<file path="src/rtl/mlp_pkg.sv">
// Shared definitions for the mlp core register map and the job sequencer FSM.
package mlp_pkg;

  localparam logic [1:0] REG_CTRL        = 2'd0;
  localparam logic [1:0] REG_IN_FIFO     = 2'd1;
  localparam logic [1:0] REG_WEIGHT_FIFO = 2'd2;
  localparam logic [1:0] REG_OUTPUT      = 2'd3;

  localparam int CTRL_RUN_BIT   = 0;
  localparam int CTRL_DONE_BIT  = 1;
  localparam int CTRL_LAYER_BIT = 3;

  localparam logic [31:0] CTRL_SEL_HID = 32'h0;
  localparam logic [31:0] CTRL_SEL_OUT = 32'd1 << CTRL_LAYER_BIT;
  localparam logic [31:0] CTRL_RUN     = 32'd1 << CTRL_RUN_BIT;

  typedef enum logic [3:0] {
    ST_IDLE,
    ST_SEL_HID,
    ST_LD_IN,
    ST_LD_HW,
    ST_SEL_OUT,
    ST_LD_OW,
    ST_RUN,
    ST_POLL,
    ST_READ,
    ST_CAPTURE,
    ST_DONE
  } seq_state_e;

endpackage

</file>
<file path="src/rtl/mlp_job_sequencer_if.sv">
// Register-port bus between the job sequencer (master) and the mlp core (slave).
interface mlp_job_sequencer_if;
  logic        mlp_write_en;
  logic [1:0]  mlp_addr;
  logic [31:0] mlp_writedata;
  logic [31:0] mlp_readdata;

  modport master (output mlp_write_en, mlp_addr, mlp_writedata, input mlp_readdata);
  modport slave  (input mlp_write_en, mlp_addr, mlp_writedata, output mlp_readdata);
endinterface

</file>
<file path="src/rtl/mlp_stream_loader.sv">
// One memory-to-FIFO stream phase: a fetch bubble on the first cycle, then one
// write per cycle while the next address is issued.
module mlp_stream_loader #(
  parameter int CW = 6
) (
  input  logic          clk,
  input  logic          rst,
  input  logic          en_i,
  input  logic [CW-1:0] base_i,
  input  logic [CW-1:0] count_i,
  output logic [CW-1:0] mem_addr_o,
  output logic          wr_o,
  output logic          last_o
);
  logic [CW-1:0] cnt_q, cnt_d;

  assign mem_addr_o = base_i + cnt_q;
  assign wr_o       = en_i && (cnt_q != '0);
  assign last_o     = en_i && (cnt_q == count_i);

  // Clearing on the last cycle lets two phases run back to back.
  always_comb begin
    cnt_d = '0;
    if (en_i && !last_o) cnt_d = cnt_q + CW'(1);
  end

  always_ff @(posedge clk) begin
    if (rst) cnt_q <= '0;
    else     cnt_q <= cnt_d;
  end
endmodule

</file>
<file path="src/rtl/mlp_job_sequencer.sv">
// Runs one complete mlp inference: loads inputs and (optionally) both weight
// layers, issues RUN, polls DONE with a timeout and captures the output.
module mlp_job_sequencer
  import mlp_pkg::*;
#(
  parameter int N_INPUTS       = 2,
  parameter int N_HIDDEN       = 4,
  parameter int N_OUTPUT       = 1,
  parameter int IN_WIDTH       = 16,
  parameter int WGT_WIDTH      = 16,
  parameter int OUT_WIDTH      = 16,
  parameter int TIMEOUT_CYCLES = 1024
) (
  input  logic                                 clk,
  input  logic                                 rst,
  input  logic                                 start,
  input  logic                                 keep_weights,
  output logic                                 busy,
  output logic                                 done,
  output logic                                 error,
  output logic signed [OUT_WIDTH-1:0]          result,
  output logic [$clog2(N_INPUTS)-1:0]          in_addr,
  input  logic signed [IN_WIDTH-1:0]           in_rdata,
  output logic [$clog2(N_HIDDEN*(N_INPUTS+1)+N_OUTPUT*(N_HIDDEN+1))-1:0] w_addr,
  input  logic signed [WGT_WIDTH-1:0]          w_rdata,
  mlp_job_sequencer_if.master                  mlp
);
  localparam int HID_WORDS = N_HIDDEN * (N_INPUTS + 1);
  localparam int OUT_WORDS = N_OUTPUT * (N_HIDDEN + 1);
  localparam int I_AW      = $clog2(N_INPUTS);
  localparam int W_AW      = $clog2(HID_WORDS + OUT_WORDS);
  localparam int CW        = W_AW + 1;
  localparam int PCW       = $clog2(TIMEOUT_CYCLES + 1);

  seq_state_e                  state_q, state_d;
  logic                        keep_q, keep_d;
  logic [PCW-1:0]              poll_q, poll_d;
  logic                        error_q, error_d;
  logic signed [OUT_WIDTH-1:0] result_q, result_d;

  logic          ld_en, ld_wr, ld_last;
  logic [CW-1:0] ld_base, ld_count, ld_addr;
  logic          wr_en;
  logic [1:0]    reg_addr;
  logic [31:0]   wdata;
  logic [31:0]   in_sx, w_sx;
  logic          unused_bits;

  mlp_stream_loader #(.CW(CW)) u_loader (
    .clk        (clk),
    .rst        (rst),
    .en_i       (ld_en),
    .base_i     (ld_base),
    .count_i    (ld_count),
    .mem_addr_o (ld_addr),
    .wr_o       (ld_wr),
    .last_o     (ld_last)
  );

  assign in_sx = {{(32-IN_WIDTH){in_rdata[IN_WIDTH-1]}}, in_rdata};
  assign w_sx  = {{(32-WGT_WIDTH){w_rdata[WGT_WIDTH-1]}}, w_rdata};

  always_comb begin
    state_d  = state_q;
    keep_d   = keep_q;
    poll_d   = '0;
    error_d  = error_q;
    result_d = result_q;
    ld_en    = 1'b0;
    ld_base  = '0;
    ld_count = '0;
    wr_en    = 1'b0;
    reg_addr = REG_CTRL;
    wdata    = '0;
    case (state_q)
      ST_IDLE: begin
        if (start) begin
          state_d = ST_SEL_HID;
          keep_d  = keep_weights;
          error_d = 1'b0;
        end
      end
      ST_SEL_HID: begin
        wr_en   = 1'b1;
        wdata   = CTRL_SEL_HID;
        state_d = ST_LD_IN;
      end
      ST_LD_IN: begin
        ld_en    = 1'b1;
        ld_count = CW'(N_INPUTS);
        reg_addr = REG_IN_FIFO;
        wr_en    = ld_wr;
        wdata    = ld_wr ? in_sx : '0;
        if (ld_last) state_d = keep_q ? ST_RUN : ST_LD_HW;
      end
      ST_LD_HW: begin
        ld_en    = 1'b1;
        ld_count = CW'(HID_WORDS);
        reg_addr = REG_WEIGHT_FIFO;
        wr_en    = ld_wr;
        wdata    = ld_wr ? w_sx : '0;
        if (ld_last) state_d = ST_SEL_OUT;
      end
      ST_SEL_OUT: begin
        wr_en   = 1'b1;
        wdata   = CTRL_SEL_OUT;
        state_d = ST_LD_OW;
      end
      ST_LD_OW: begin
        ld_en    = 1'b1;
        ld_base  = CW'(HID_WORDS);
        ld_count = CW'(OUT_WORDS);
        reg_addr = REG_WEIGHT_FIFO;
        wr_en    = ld_wr;
        wdata    = ld_wr ? w_sx : '0;
        if (ld_last) state_d = ST_RUN;
      end
      ST_RUN: begin
        wr_en   = 1'b1;
        wdata   = CTRL_RUN;
        state_d = ST_POLL;
      end
      ST_POLL: begin
        // First POLL cycle still shows CTRL as read before RUN landed; skip it.
        poll_d = poll_q + PCW'(1);
        if (poll_q != '0) begin
          if (mlp.mlp_readdata[CTRL_DONE_BIT]) begin
            state_d = ST_READ;
          end else if (poll_q == PCW'(TIMEOUT_CYCLES)) begin
            state_d = ST_DONE;
            error_d = 1'b1;
          end
        end
      end
      ST_READ: begin
        reg_addr = REG_OUTPUT;
        state_d  = ST_CAPTURE;
      end
      ST_CAPTURE: begin
        reg_addr = REG_OUTPUT;
        result_d = mlp.mlp_readdata[OUT_WIDTH-1:0];
        state_d  = ST_DONE;
      end
      ST_DONE: state_d = ST_IDLE;
      default: state_d = ST_IDLE;
    endcase
  end

  always_ff @(posedge clk) begin
    if (rst) begin
      state_q  <= ST_IDLE;
      keep_q   <= 1'b0;
      poll_q   <= '0;
      error_q  <= 1'b0;
      result_q <= '0;
    end else begin
      state_q  <= state_d;
      keep_q   <= keep_d;
      poll_q   <= poll_d;
      error_q  <= error_d;
      result_q <= result_d;
    end
  end

  assign busy    = (state_q != ST_IDLE);
  assign done    = (state_q == ST_DONE);
  assign error   = error_q;
  assign result  = result_q;
  assign in_addr = (state_q == ST_LD_IN) ? ld_addr[I_AW-1:0] : '0;
  assign w_addr  = (state_q == ST_LD_HW || state_q == ST_LD_OW) ? ld_addr[W_AW-1:0] : '0;

  assign mlp.mlp_write_en  = wr_en;
  assign mlp.mlp_addr      = reg_addr;
  assign mlp.mlp_writedata = wdata;

  assign unused_bits = ^{mlp.mlp_readdata[31:OUT_WIDTH], ld_addr[CW-1:W_AW]};
endmodule

</file>
<file path="src/flat_wrapper.sv">
// flat-port wrapper written by rule: the top's interface ports become plain ports
module mlp_job_sequencer_flat import mlp_pkg::*;
#(
  parameter int N_INPUTS       = 2,
  parameter int N_HIDDEN       = 4,
  parameter int N_OUTPUT       = 1,
  parameter int IN_WIDTH       = 16,
  parameter int WGT_WIDTH      = 16,
  parameter int OUT_WIDTH      = 16,
  parameter int TIMEOUT_CYCLES = 1024
)
  (clk, rst, start, keep_weights, busy, done, error, result, in_addr, in_rdata, w_addr, w_rdata, mlp_mlp_write_en, mlp_mlp_addr, mlp_mlp_writedata, mlp_mlp_readdata);
  mlp_job_sequencer_if mlp_i ();
  input  logic clk;
  input  logic rst;
  input  logic start;
  input  logic keep_weights;
  output logic busy;
  output logic done;
  output logic error;
  output logic signed [OUT_WIDTH-1:0] result;
  output logic [$clog2(N_INPUTS)-1:0] in_addr;
  input  logic signed [IN_WIDTH-1:0] in_rdata;
  output logic [$clog2(N_HIDDEN*(N_INPUTS+1)+N_OUTPUT*(N_HIDDEN+1))-1:0] w_addr;
  input  logic signed [WGT_WIDTH-1:0] w_rdata;
  output wire logic [$bits(mlp_i.mlp_write_en)-1:0] mlp_mlp_write_en;
  output wire logic [$bits(mlp_i.mlp_addr)-1:0] mlp_mlp_addr;
  output wire logic [$bits(mlp_i.mlp_writedata)-1:0] mlp_mlp_writedata;
  input wire logic [$bits(mlp_i.mlp_readdata)-1:0] mlp_mlp_readdata;
  assign mlp_mlp_write_en = mlp_i.mlp_write_en;
  assign mlp_mlp_addr = mlp_i.mlp_addr;
  assign mlp_mlp_writedata = mlp_i.mlp_writedata;
  assign mlp_i.mlp_readdata = mlp_mlp_readdata;
  mlp_job_sequencer #(.N_INPUTS(N_INPUTS), .N_HIDDEN(N_HIDDEN), .N_OUTPUT(N_OUTPUT), .IN_WIDTH(IN_WIDTH), .WGT_WIDTH(WGT_WIDTH), .OUT_WIDTH(OUT_WIDTH), .TIMEOUT_CYCLES(TIMEOUT_CYCLES)) u_core (.clk(clk), .rst(rst), .start(start), .keep_weights(keep_weights), .busy(busy), .done(done), .error(error), .result(result), .in_addr(in_addr), .in_rdata(in_rdata), .w_addr(w_addr), .w_rdata(w_rdata), .mlp(mlp_i));
endmodule
</file>
<file path="config.mk">
export PLATFORM = sky130hd
export DESIGN_NAME = mlp_job_sequencer_flat
export DESIGN_NICKNAME = d
export VERILOG_FILES = /design/src/rtl/mlp_pkg.sv /design/src/rtl/mlp_job_sequencer_if.sv /design/src/rtl/mlp_stream_loader.sv /design/src/rtl/mlp_job_sequencer.sv /design/src/flat_wrapper.sv
export SDC_FILE = /design/constraint.sdc
export NUM_CORES = 1
export LEC_CHECK = 0
export ABC_CLOCK_PERIOD_IN_PS = 5300
export BUFFER_PORTS_ARGS = -buffer_cell sky130_fd_sc_hd__buf_2
export CAP_MARGIN = 20
export CORE_MARGIN = 2
export CORE_UTILIZATION = 45
export DETAILED_ROUTE_END_ITERATION = 10
export PLACE_DENSITY = 0.89
export SYNTH_ARGS = -nofsm -noshare
export SYNTH_HDL_FRONTEND = slang
export SYNTH_SLANG_ARGS = --single-unit
</file>
<file path="constraint.sdc">
create_clock -name clk -period 5.3 [get_ports clk]
set_input_delay 0.795 -clock clk [delete_from_list [all_inputs] [get_ports clk]]
set_output_delay 0.795 -clock clk [all_outputs]
set_load 0.05 [all_outputs]
</file>
==> key figures, run 1 <==
Outcome
  • Status: complete, no violations

Hold path
  • Hold Crit Class: flip-flop to flip-flop

Final layout
  • Share of layout cells above drive strength 1: roughly a third
  • ANT cells: 0
  • Final net count: between 400 and 500
  • Fin cells: 452
  • Area growth syn-to-layout: 26.0%

STA
  • Slew headroom: approximately two fifths
  • Slew Limit Fails: 0
  • Endpoints failing hold: 0
  • RSZ-0062 raised after global routing: no
  • Clk_skew: 0.00859 ns
  • Slew at the pin with the worst max-slew slack: 0.898 ns
  • Min Tclk post-route: slightly below 4 ns
  • Final worst-path cycle share: approximately three quarters
  • Max Fclk: between 200 and 300 MHz
  • Final setup TNS: 0 ns
  • Final setup viols: 0

Critical path
  • Data required time of the worst path: approximately 4.5 ns
  • WP buf/inv: 1
  • Nature of the critical path endpoint: output pin
  • Crit Path Max Fanout: 17
  • Crit-path max cell delay: approximately 0.74 ns
  • Critical path, cell by cell: nand2b_1 > nor3_2 > a22oi_1 > nor2_1 > buf_2
  • WS Path Type: flip-flop to output pin
  • Worst path slowest cell: nor3_2
  • CP startpoint kind: flip-flop
  • Worst EP arrival: around 3 ns
  • Crit path max-delay family: simple AND/OR/NAND/NOR gates

CTS
  • Num CTS Buffers: 5
  • Post-CTS sizing: 0
  • Clock transition at path regs: about 0.07 ns
  • Max Root-Sink Buffers: 2
  • H-tree depth: 2
  • CTS root buf: clkbuf_8
  • CTS Hold Bufs: 0
  • Worst skew pair latency: roughly 0.3 ns
  • Post-CTS setup buffer count: 0
  • CTS tree: built
  • Sink Count: 39

Die
  • # rows: 25
  • Die height: 74.7 µm
  • Core ar.: 4790 µm²
  • Die width: approximately 75 µm
  • Die ar.: roughly 5600 µm²
  • Initial Util: 47.0%
  • I/O Pins: 128

Logic synthesis
  • Synth top area cells: dfxtp_1 (35%), nor2_1 (7.7%), nand2_1 (6.8%), a21oi_1 (5.3%), a22oi_1 (5.3%)
  • Synth area leader: dfxtp_1
  • EDFF count, synth: 0
  • Top FF cell, synth: dfxtp_1
  • Top-area cell type share of the netlist area: about a third
  • Simple-Gate Fraction of Synth Area: between 20 and 30%
  • Yosys cell types: 41
  • Largest family of logic cells by synthesized area: simple AND/OR/NAND/NOR gates
  • Post-Synth XOR/XNOR Area: 5.84%
  • Syn_nets: between 300 and 400
  • FF+latch count, synth: 39
  • Adder-cell share of the synthesized area: under 10%
  • Synth warn: 0
  • Count leader, synth: nor2_1
  • Fraction of the mapped netlist area in compound gates: between 10% and 20%
  • Synthesized instance count: about 300
  • Syn_area_per_cell: ~7.5 µm²
  • Commonest cells post-synth: nor2_1 (46), nand2_1 (41), dfxtp_1 (39), a21oi_1 (24), clkbuf_1 (18)
  • Mapped Area: about 2200 µm²
  • Ys async rst share: 0%
  • Post-synthesis sequential area ratio: 34.7%
  • Mux cell area share after synthesis: around 1.8%

Placed design
  • HPWL Detailed: 4130 µm
  • Dpl cells: 443
  • GPL Wtd Cong: 0.844
  • Buffers on Ports: about 110

Detailed routing
  • Routed wire per std cell: between 10 and 15 µm
  • DRC viols: 0
  • Routed Antenna Nets: 0
  • WL final: roughly 5400 µm
  • Iter 0 DRT Violations: about 140
  • TritonRoute pass-1 iters: 4
  • Via count: approximately 2300
  • Via density: roughly 5

Global route
  • Grt ovf: 0
  • Initial antenna violation count: 0
  • Vias in the first global route: 1897
  • First-pass GRT wire length: about 8000 µm
  • GRT Total Usage: 18.9%
  • Largest net degree at the start of global routing: 28

Flow run
  • Max-Cap Viols: 0

Pwr
  • Pwr Total: just over 0.9 mW
  • Pwr per Cell Area: between 300 and 400 nW/µm²
  • Pleak: about 1.3 nW
  • VDD IR-drop max: ~360 µV
## area by class of cell
cell class,count,area [µm²]
timing repair buffer,113,571
clock buffer,5,68.8
inverter,10,37.5
fill,447,1950
tap,67,83.8
clock inverter,3,43.8
sequential,39,781
multi-input combinational,215,1250
## cell families after synthesis
kind of cell,after synthesis
AO/OA/AOI/OAI,54
XOR/XNOR,15
adder cells (fa/ha/maj),6
buffers and inverters,44
flip-flops,39
multiplexers,3
AND/OR/NAND/NOR,137
## final timing paths
| check | start | end | slack [ns] | cells after the start |
|---|---|---|---|---|
| max | u_core.state_q[1]$_SDFFE_PP0P_ | mlp_mlp_writedata[19] | 1.41 | 5 |
| min | u_core.result[13]$_SDFFE_PP0P_ | u_core.result[13]$_SDFFE_PP0P_ | 0.45 | 2 |
| max reg2reg | u_core.state_q[0]$_SDFFE_PP0P_ | u_core.state_q[1]$_SDFFE_PP0P_ | 2.98 | 5 |
| min reg2reg | u_core.result[13]$_SDFFE_PP0P_ | u_core.result[13]$_SDFFE_PP0P_ | 0.45 | 2 |
## flip-flops by register name (all words and copies together), names as in the netlist
signal / cells
u_core.u_loader.cnt_q: 6
u_core.state_q: 4
u_core.error: 1
u_core.result: 16
u_core.keep_q: 1
u_core.poll_q: 11
## power by group
part | switching, mW | internal, mW | leakage (nW)
Combinational | 0.217 | 0.119 | 0.893
Sequential | 0.0426 | 0.305 | 0.315
Clock | 0.106 | 0.140 | 0.0581
Total | 0.366 | 0.565 | 1.27
## worst min-delay path: stages (launching register included)
cell	delay, ns
dfxtp_1	0.31
nand2_1	0.05
a21oi_1	0.05
## cell usage in the layout (no fill, tap or decap), types with 3 or more instances in the layout
| cell | count |
|---|---|
| inv_1 | 8 |
| clkbuf_8 | 5 |
| xnor2_1 | 9 |
| nor3b_1 | 3 |
| and3_1 | 5 |
| nor4_1 | 4 |
| dfxtp_1 | 39 |
| xor2_1 | 6 |
| nand2b_1 | 8 |
| nor3_1 | 6 |
| nand3_1 | 12 |
| nor2_1 | 46 |
| a21oi_1 | 24 |
| ha_1 | 5 |
| buf_2 | 111 |
| nand2_1 | 41 |
| o21ai_0 | 3 |
| a22oi_1 | 16 |
## metrics by stage
stage	setup WS [ns]	hold WS, ns	area (µm²)	utilization (%)
after detailed placement	1.74	0.444	2710	56.7
after global placement	1.84	0.439	2710	56.7
after floorplan	1.45	0.441	2250	-
after CTS	1.41	0.455	2830	59.1
after global routing	1.06	0.477	2830	59.2
final	1.41	0.451	2830	59.2
## per-layer routing
layer / up-vias / global-route usage, % / share of wire (%)
li1: 1157 / - / -
met1: 1015 / 22.0 / 41
met2: 94 / 33.7 / 49
met3: 13 / 3.48 / 7.7
met4: 0 / 8.33 / 2.5
met5: - / 0 / 0
Note: power is estimated with default switching activity, not from simulation.
==> run 2, diff against run 1 <==
--- a/config.mk
+++ b/config.mk
@@ -5,13 +5,13 @@
 export SDC_FILE = /design/constraint.sdc
 export NUM_CORES = 1
 export LEC_CHECK = 0
-export ABC_CLOCK_PERIOD_IN_PS = 5300
+export ABC_CLOCK_PERIOD_IN_PS = 3650
 export BUFFER_PORTS_ARGS = -buffer_cell sky130_fd_sc_hd__buf_2
 export CAP_MARGIN = 20
 export CORE_MARGIN = 2
-export CORE_UTILIZATION = 45
+export CORE_UTILIZATION = 44
 export DETAILED_ROUTE_END_ITERATION = 10
-export PLACE_DENSITY = 0.89
+export PLACE_DENSITY = 0.87
 export SYNTH_ARGS = -nofsm -noshare
 export SYNTH_HDL_FRONTEND = slang
 export SYNTH_SLANG_ARGS = --single-unit
==> constraint.sdc (replaced) <==
create_clock -name clk -period 3.65 [get_ports clk]
set_input_delay 0.5475 -clock clk [delete_from_list [all_inputs] [get_ports clk]]
set_output_delay 0.5475 -clock clk [all_outputs]
set_load 0.05 [all_outputs]
==> run 2 against run 1 <==
Compared with the run above:
- cell area rose by 1.1%
- register-to-register slack got worse by 1.5 ns
- first-iteration DRC count is 55% lower
- critical path type unchanged
- critical endpoint is now mlp_mlp_writedata[24]
==> key figures, run 2 (synthesized netlist as in run 1, its figures left out) <==
STA
  • Final setup TNS: 0 ns (unchanged)
  • Min Hold Slack: 0.454 ns (+0.00289 ns)
  • Clk_skew: 0.00761 ns (-0.000977 ns)
  • Final setup viols: 0 (unchanged)
  • Slew Limit Fails: 0 (unchanged)
  • Max Fclk: just over 300 MHz
  • RSZ-0062 raised after global routing: no
  • Slew at the pin with the worst max-slew slack: 1.04 ns (+0.146 ns)
  • Final worst-path cycle share: 88.3%
  • Min Tclk post-route: ~3.2 ns
  • Endpoints failing hold: 0 (unchanged)
  • Slew headroom: 30.1% (-9.6 points)

Critical path
  • Worst R2R Path Depth: 5 (unchanged)
  • Data required time of the worst path: 3.10 ns (-1.41 ns)
  • CP startpoint kind: flip-flop
  • Crit Path Max Fanout: 17 (unchanged)
  • Nature of the critical path endpoint: output pin
  • WS Path Type: flip-flop to output pin
  • Worst EP arrival: 2.68 ns (-0.41 ns)

Global route
  • GRT Total Usage: 18.0% (-0.82 points)
  • First-pass GRT wire length: 8010 µm (-2.4%)
  • Vias in the first global route: 1924 (+1.4%)
  • Grt ovf: 0 (unchanged)
  • Largest net degree at the start of global routing: 28 (unchanged)
  • Initial antenna violation count: 0 (unchanged)

Final layout
  • Fill cells: 500 (+12%)
  • Share of layout cells above drive strength 1: 34.3% (+0.51 points)
  • Fin cells: 458 (+1.3%)
  • ANT cells: 0 (unchanged)
  • Commonest non-fill, non-tap cell in the layout: buf_2
  • Area growth syn-to-layout: 27.4%
  • Most frequent cells in the layout: buf_2 (111), nor2_1 (46), nand2_1 (41)
  • Max FFs per register: 16 (unchanged)
  • Final net count: 461 (+0.66%)

CTS
  • Clock transition at path regs: 0.08 ns (about the same)
  • Post-CTS setup buffer count: 0 (unchanged)
  • Post-CTS sizing: 0 (unchanged)
  • CTS root buf: clkbuf_8
  • CTS Hold Bufs: 0 (unchanged)
  • Worst skew pair latency: 0.29 ns (about the same)
  • Max Root-Sink Buffers: 2 (unchanged)
  • Num CTS Buffers: 5 (unchanged)
  • Sink Count: 39 (unchanged)
  • CTS tree: built
  • H-tree depth: 2 (unchanged)

Detailed routing
  • TritonRoute pass-1 iters: 5 (+1)
  • Routed wire per std cell: 11.9 µm (-0.32%)
  • WL final: 5440 µm (+1.0%)
  • Routed Antenna Nets: 0 (unchanged)
  • Via density: 5.03 (-0.14%)
  • DRC viols: 0 (unchanged)
  • Iter 0 DRT Violations: 62 (-55%)
  • Via count: 2306 (+1.2%)

Pwr
  • Pwr Total: 1.38 mW (+48%)
  • VDD IR-drop max: 316 µV (-12%)
  • Pwr per Cell Area: 480 nW/µm² (+46%)
  • Pleak: 1.28 nW (+1.4%)

Placed design
  • HPWL Detailed: 4170 µm (+0.93%)
  • Dpl cells: 450 (+1.6%)
  • GPL Wtd Cong: 0.757 (-10%)
  • Buffers on Ports: 111 (unchanged)

Die
  • Die ar.: 5700 µm² (+2.2%)
  • # rows: 26 (+4.0%)
  • Initial Util: 44.9% (-2.1 points)
  • I/O Pins: 128 (unchanged)
  • Core ar.: 5010 µm² (+4.7%)
  • Die width: 75.5 µm (+1.1%)
  • Die height: 75.5 µm (+1.1%)

Hold path
  • Worst hold path depth: 2 (unchanged)
  • Hold Crit Class: flip-flop to flip-flop

Flow run
  • Max-Cap Viols: 0 (unchanged)

Outcome
  • Status: complete, no violations
==> run 2: cell types whose count changed in the layout (fill, tap and decap cells not counted) <==
| cell | change |
|---|---|
| buf_4 | +3 |
| clkbuf_8 | +1 |
| clkinv_4 | -1 |
==> run 2: worst paths after layout <==
kind | startpoint | endpoint | slack [ns]
hold / removal | u_core.result[1]$_SDFFE_PP0P_ | u_core.result[1]$_SDFFE_PP0P_ | 0.45
setup / recovery | u_core.state_q[1]$_SDFFE_PP0P_ | mlp_mlp_writedata[24] | 0.43
hold reg to reg | u_core.result[1]$_SDFFE_PP0P_ | u_core.result[1]$_SDFFE_PP0P_ | 0.45
setup reg to reg | u_core.state_q[1]$_SDFFE_PP0P_ | u_core.state_q[2]$_SDFFE_PP0P_ | 1.45
==> run 2: worst max-delay path: stages, from the launching register on <==
cell and delay (ns):
dfxtp_1 0.65, nand2b_1 0.26, a21oi_1 0.25, nand2_1 0.07
buf_4 0.19, nor2_1 0.56, buf_2 0.39
==> run 2: final cells by class <==
cell class | instances | area [µm²] | area share (%)
clock buffers | 6 | 82.6 | 2.88
clock inverters | 2 | 35.0 | 1.22
inverters | 10 | 37.5 | 1.31
well taps | 70 | 87.6 | 3.06
flip-flops and latches | 39 | 781 | 27.2
multi-input cells | 215 | 1250 | 43.6
repair buffers | 116 | 593 | 20.7
==> run 2: routing by layer <==
layer | wire length (µm) | track usage [%] | part of all wire, % | up-vias
met5 | 0 | 0 | 0 | -
met1 | 2430 | 20.6 | 45 | 1042
met2 | 2590 | 33.7 | 48 | 95
met4 | 58 | 5.65 | 1.1 | 0
met3 | 360 | 3.44 | 6.6 | 7
li1 | - | - | - | 1162
==> run 2: power breakdown <==
group | switching (mW) | internal, mW | leakage [nW]
Clock | 0.145 | 0.221 | 0.0612
Combinational | 0.333 | 0.185 | 0.908
Sequential | 0.0488 | 0.444 | 0.315
Total | 0.527 | 0.849 | 1.28
==> run 2: stage by stage <==
stage	cell area (µm²)	utilization, %	setup WS (ns)
after CTS	2870	57.2	0.404
after global routing	2870	57.2	0.0860
after floorplan	2250	-	0.0484
after detailed placement	2750	54.8	0.734
after global placement	2750	54.8	0.838
final	2870	57.2	0.426
==> run 3, diff against run 2 <==
--- a/config.mk
+++ b/config.mk
@@ -9,9 +9,10 @@
 export BUFFER_PORTS_ARGS = -buffer_cell sky130_fd_sc_hd__buf_2
 export CAP_MARGIN = 20
 export CORE_MARGIN = 2
-export CORE_UTILIZATION = 44
+export CORE_UTILIZATION = 45
 export DETAILED_ROUTE_END_ITERATION = 10
 export PLACE_DENSITY = 0.87
 export SYNTH_ARGS = -nofsm -noshare
 export SYNTH_HDL_FRONTEND = slang
+export SYNTH_HIERARCHICAL = 1
 export SYNTH_SLANG_ARGS = --single-unit
==> run 3 against run 2 <==
Compared with the run above:
- first-iteration DRC count rose to 2.5 times the previous value
- global-route usage up 2.4 points
- cell count increased by 1.5%
- clock-buffer cell count unchanged
- critical endpoint is now mlp_mlp_writedata[25]
==> key figures, run 3 <==
Outcome
  • Status: complete, no violations

Global route
  • First-pass GRT wire length: 9850 µm (+23%)
  • Grt ovf: 0 (unchanged)
  • GRT Total Usage: 20.4% (+2.4 points)
  • Largest net degree at the start of global routing: 25 (-11%)
  • Initial antenna violation count: 0 (unchanged)
  • Vias in the first global route: 2159 (+12%)

Placed design
  • GPL Wtd Cong: 0.777 (+2.6%)
  • HPWL Detailed: 4570 µm (+9.8%)
  • Dpl cells: 458 (+1.8%)
  • Buffers on Ports: 111 (unchanged)

Logic synthesis
  • Synth warn: 6 (+6)
  • Syn_area_per_cell: 7.89 µm² (+4.5%)
  • Synthesized instance count: 301 (+1.0%)
  • Mapped Area: 2370 µm² (+5.5%)

STA
  • Final worst-path cycle share: 87.5% (-0.82 points)
  • Final setup viols: 0 (unchanged)
  • Slew headroom: 58.3% (+28 points)
  • Endpoints failing hold: 0 (unchanged)
  • Clk_skew: 0.00791 ns (+0.000295 ns)
  • RSZ-0062 raised after global routing: no
  • Slew at the pin with the worst max-slew slack: 0.624 ns (-0.420 ns)
  • Final setup TNS: 0 ns (unchanged)
  • Max Fclk: 313 MHz (+0.94%)
  • Slew Limit Fails: 0 (unchanged)
  • Min Tclk post-route: 3.19 ns (-0.0299 ns)

Critical path
  • Crit Path Max Fanout: 19 (+2)
  • R2r setup slk: 0.62 ns (-0.83 ns)
  • Worst flop-to-flop path endpoint: u_core/state_q[0]$_SDFFE_PP0P_
  • Critical path, cell by cell: nand3b_1 > a21oi_1 > a21boi_0 > nand3b_1 > nor2_2 > buf_2
  • Crit-path max cell delay: 0.70 ns (+0.05 ns)
  • CP startpoint kind: flip-flop
  • WS Path Type: flip-flop to output pin
  • Worst EP arrival: 2.65 ns (-0.03 ns)
  • WP buf/inv: 1 (-1)
  • Nature of the critical path endpoint: output pin
  • Cell mode on critical path: nand3b_1
  • Worst path depth: 6 (unchanged)
  • Data required time of the worst path: 3.10 ns (about the same)
  • Worst path slowest cell: dfxtp_1
  • Crit path max-delay family: simple AND/OR/NAND/NOR gates
  • Worst r2r src: u_core/state_q[0]$_SDFFE_PP0P_
  • Worst R2R Path Depth: 11 (+6)

Final layout
  • Commonest non-fill, non-tap cell in the layout: buf_2
  • Area growth syn-to-layout: 24.6%
  • Final net count: 473 (+2.6%)
  • ANT cells: 0 (unchanged)
  • Max FFs per register: 16 (unchanged)
  • Register Area: 781 µm² (unchanged)
  • Fill cells: 458 (-8.4%)
  • Area of the multi-input gates: 1390 µm² (+11%)
  • Most frequent cells in the layout: buf_2 (111), dfxtp_1 (39), nand2_1 (38)
  • Fin cells: 465 (+1.5%)
  • Share of layout cells above drive strength 1: 33.7% (-0.61 points)

Die
  • Die ar.: 5870 µm² (+3.0%)
  • Initial Util: 46.5% (+1.6 points)
  • # rows: 26 (unchanged)
  • Core ar.: 5110 µm² (+1.9%)
  • Die height: 76.6 µm (+1.5%)
  • Die width: 76.6 µm (+1.5%)
  • I/O Pins: 128 (unchanged)

Pwr
  • Pleak: 1.38 nW (+7.5%)
  • Clock network fraction of total power: 21.4% (-5.2 points)
  • VDD IR-drop max: 280 µV (-11%)
  • Psw: 0.547 mW (+3.7%)
  • Part of the power in combinational logic: 40.6% (+3.0 points)
  • Pwr Total: 1.33 mW (-3.7%)
  • Pwr per Cell Area: 448 nW/µm² (-6.7%)
  • Switching Fraction: 41.2% (+2.9 points)
  • Reg power frac: 38.1% (+2.3 points)
  • Internal: 0.779 mW (-8.3%)

Detailed routing
  • Iter 0 DRT Violations: 155 (+150%)
  • Routed wire per std cell: 12.7 µm (+6.8%)
  • TritonRoute pass-1 iters: 4 (-1)
  • WL final: 5900 µm (+8.4%)
  • Via count: 2347 (+1.8%)
  • Via density: 5.05 (+0.25%)
  • Routed Antenna Nets: 0 (unchanged)
  • DRC viols: 0 (unchanged)

CTS
  • Clock transition at path regs: 0.07 ns (about the same)
  • Post-CTS sizing: 0 (unchanged)
  • CTS tree: built
  • CTS Hold Bufs: 0 (unchanged)
  • Sink Count: 39 (unchanged)
  • H-tree depth: 2 (unchanged)
  • Max Root-Sink Buffers: 2 (unchanged)
  • Post-CTS setup buffer count: 0 (unchanged)
  • CTS root buf: clkbuf_8
  • Num CTS Buffers: 5 (unchanged)
  • Worst skew pair latency: 0.28 ns (about the same)

Hold path
  • Worst hold path depth: 2 (unchanged)
  • Hold Startpoint: u_core/result[8]$_SDFFE_PP0P_
  • WHS Endpoint: u_core/result[8]$_SDFFE_PP0P_
  • Hold Crit Class: flip-flop to flip-flop

Flow run
  • Max-Cap Viols: 0 (unchanged)
-- run 3: layout make-up --
type / count / share of cell area [%]
tap: 70 / 2.96
clock inverter: 1 / 0.169
sequential: 39 / 26.4
timing repair buffer: 115 / 19.8
clock buffer: 6 / 2.79
multi-input combinational: 227 / 47.0
inverter: 7 / 0.889
-- run 3: power by group through the flow --
stage               Sequential (mW)  Combinational (mW)  Clock (mW)
global route                  0.513               0.585       0.307
finish                        0.505               0.538       0.283
CTS                           0.503               0.537       0.290
global placement              0.510               0.522           0
floorplan                     0.473               0.453           0
detailed placement            0.513               0.534           0
-- run 3: metrics by stage --
stage / setup WS (ns) / cell area [µm²] / utilization [%] / hold slack (ns)
global placement: 0.753 / 2870 / 56.2 / 0.439
CTS: 0.442 / 2960 / 57.9 / 0.453
finish: 0.456 / 2960 / 57.9 / 0.452
floorplan: 0.307 / 2390 / - / 0.426
global route: 0.0868 / 2960 / 57.9 / 0.472
detailed placement: 0.650 / 2870 / 56.2 / 0.443
-- run 3: worst max path at each step --
stage	start	to
after global placement	u_core/state_q[0]$_SDFFE_PP0P_	u_core/state_q[0]$_SDFFE_PP0P_
after global routing	u_core/state_q[0]$_SDFFE_PP0P_	mlp_mlp_writedata[25]
after CTS	u_core/state_q[0]$_SDFFE_PP0P_	mlp_mlp_writedata[25]
after floorplan	u_core/state_q[0]$_SDFFE_PP0P_	mlp_mlp_writedata[16]
after detailed placement	u_core/state_q[0]$_SDFFE_PP0P_	u_core/state_q[0]$_SDFFE_PP0P_
final	u_core/state_q[0]$_SDFFE_PP0P_	mlp_mlp_writedata[25]
-- run 3: layer usage --
| metal | wire (µm) | track usage (%) | vias up |
|---|---|---|---|
| li1 | - | - | 1192 |
| met1 | 2370 | 24.8 | 1050 |
| met2 | 2980 | 35.8 | 98 |
| met3 | 484 | 4.50 | 7 |
| met4 | 63 | 6.73 | 0 |
| met5 | 0 | 0 | - |
-- run 3: worst reg2reg max path, stage by stage, from the launching register on --
cell and delay, ns:
dfxtp_1 0.70, nand2b_1 0.20, nor2_1 0.28, xnor2_1 0.15
nand4_1 0.15, nor3_4 0.35, and2_1 0.20, and3b_1 0.18
o21bai_1 0.17, a21oi_2 0.12, or3_1 0.36, a21oi_1 0.12
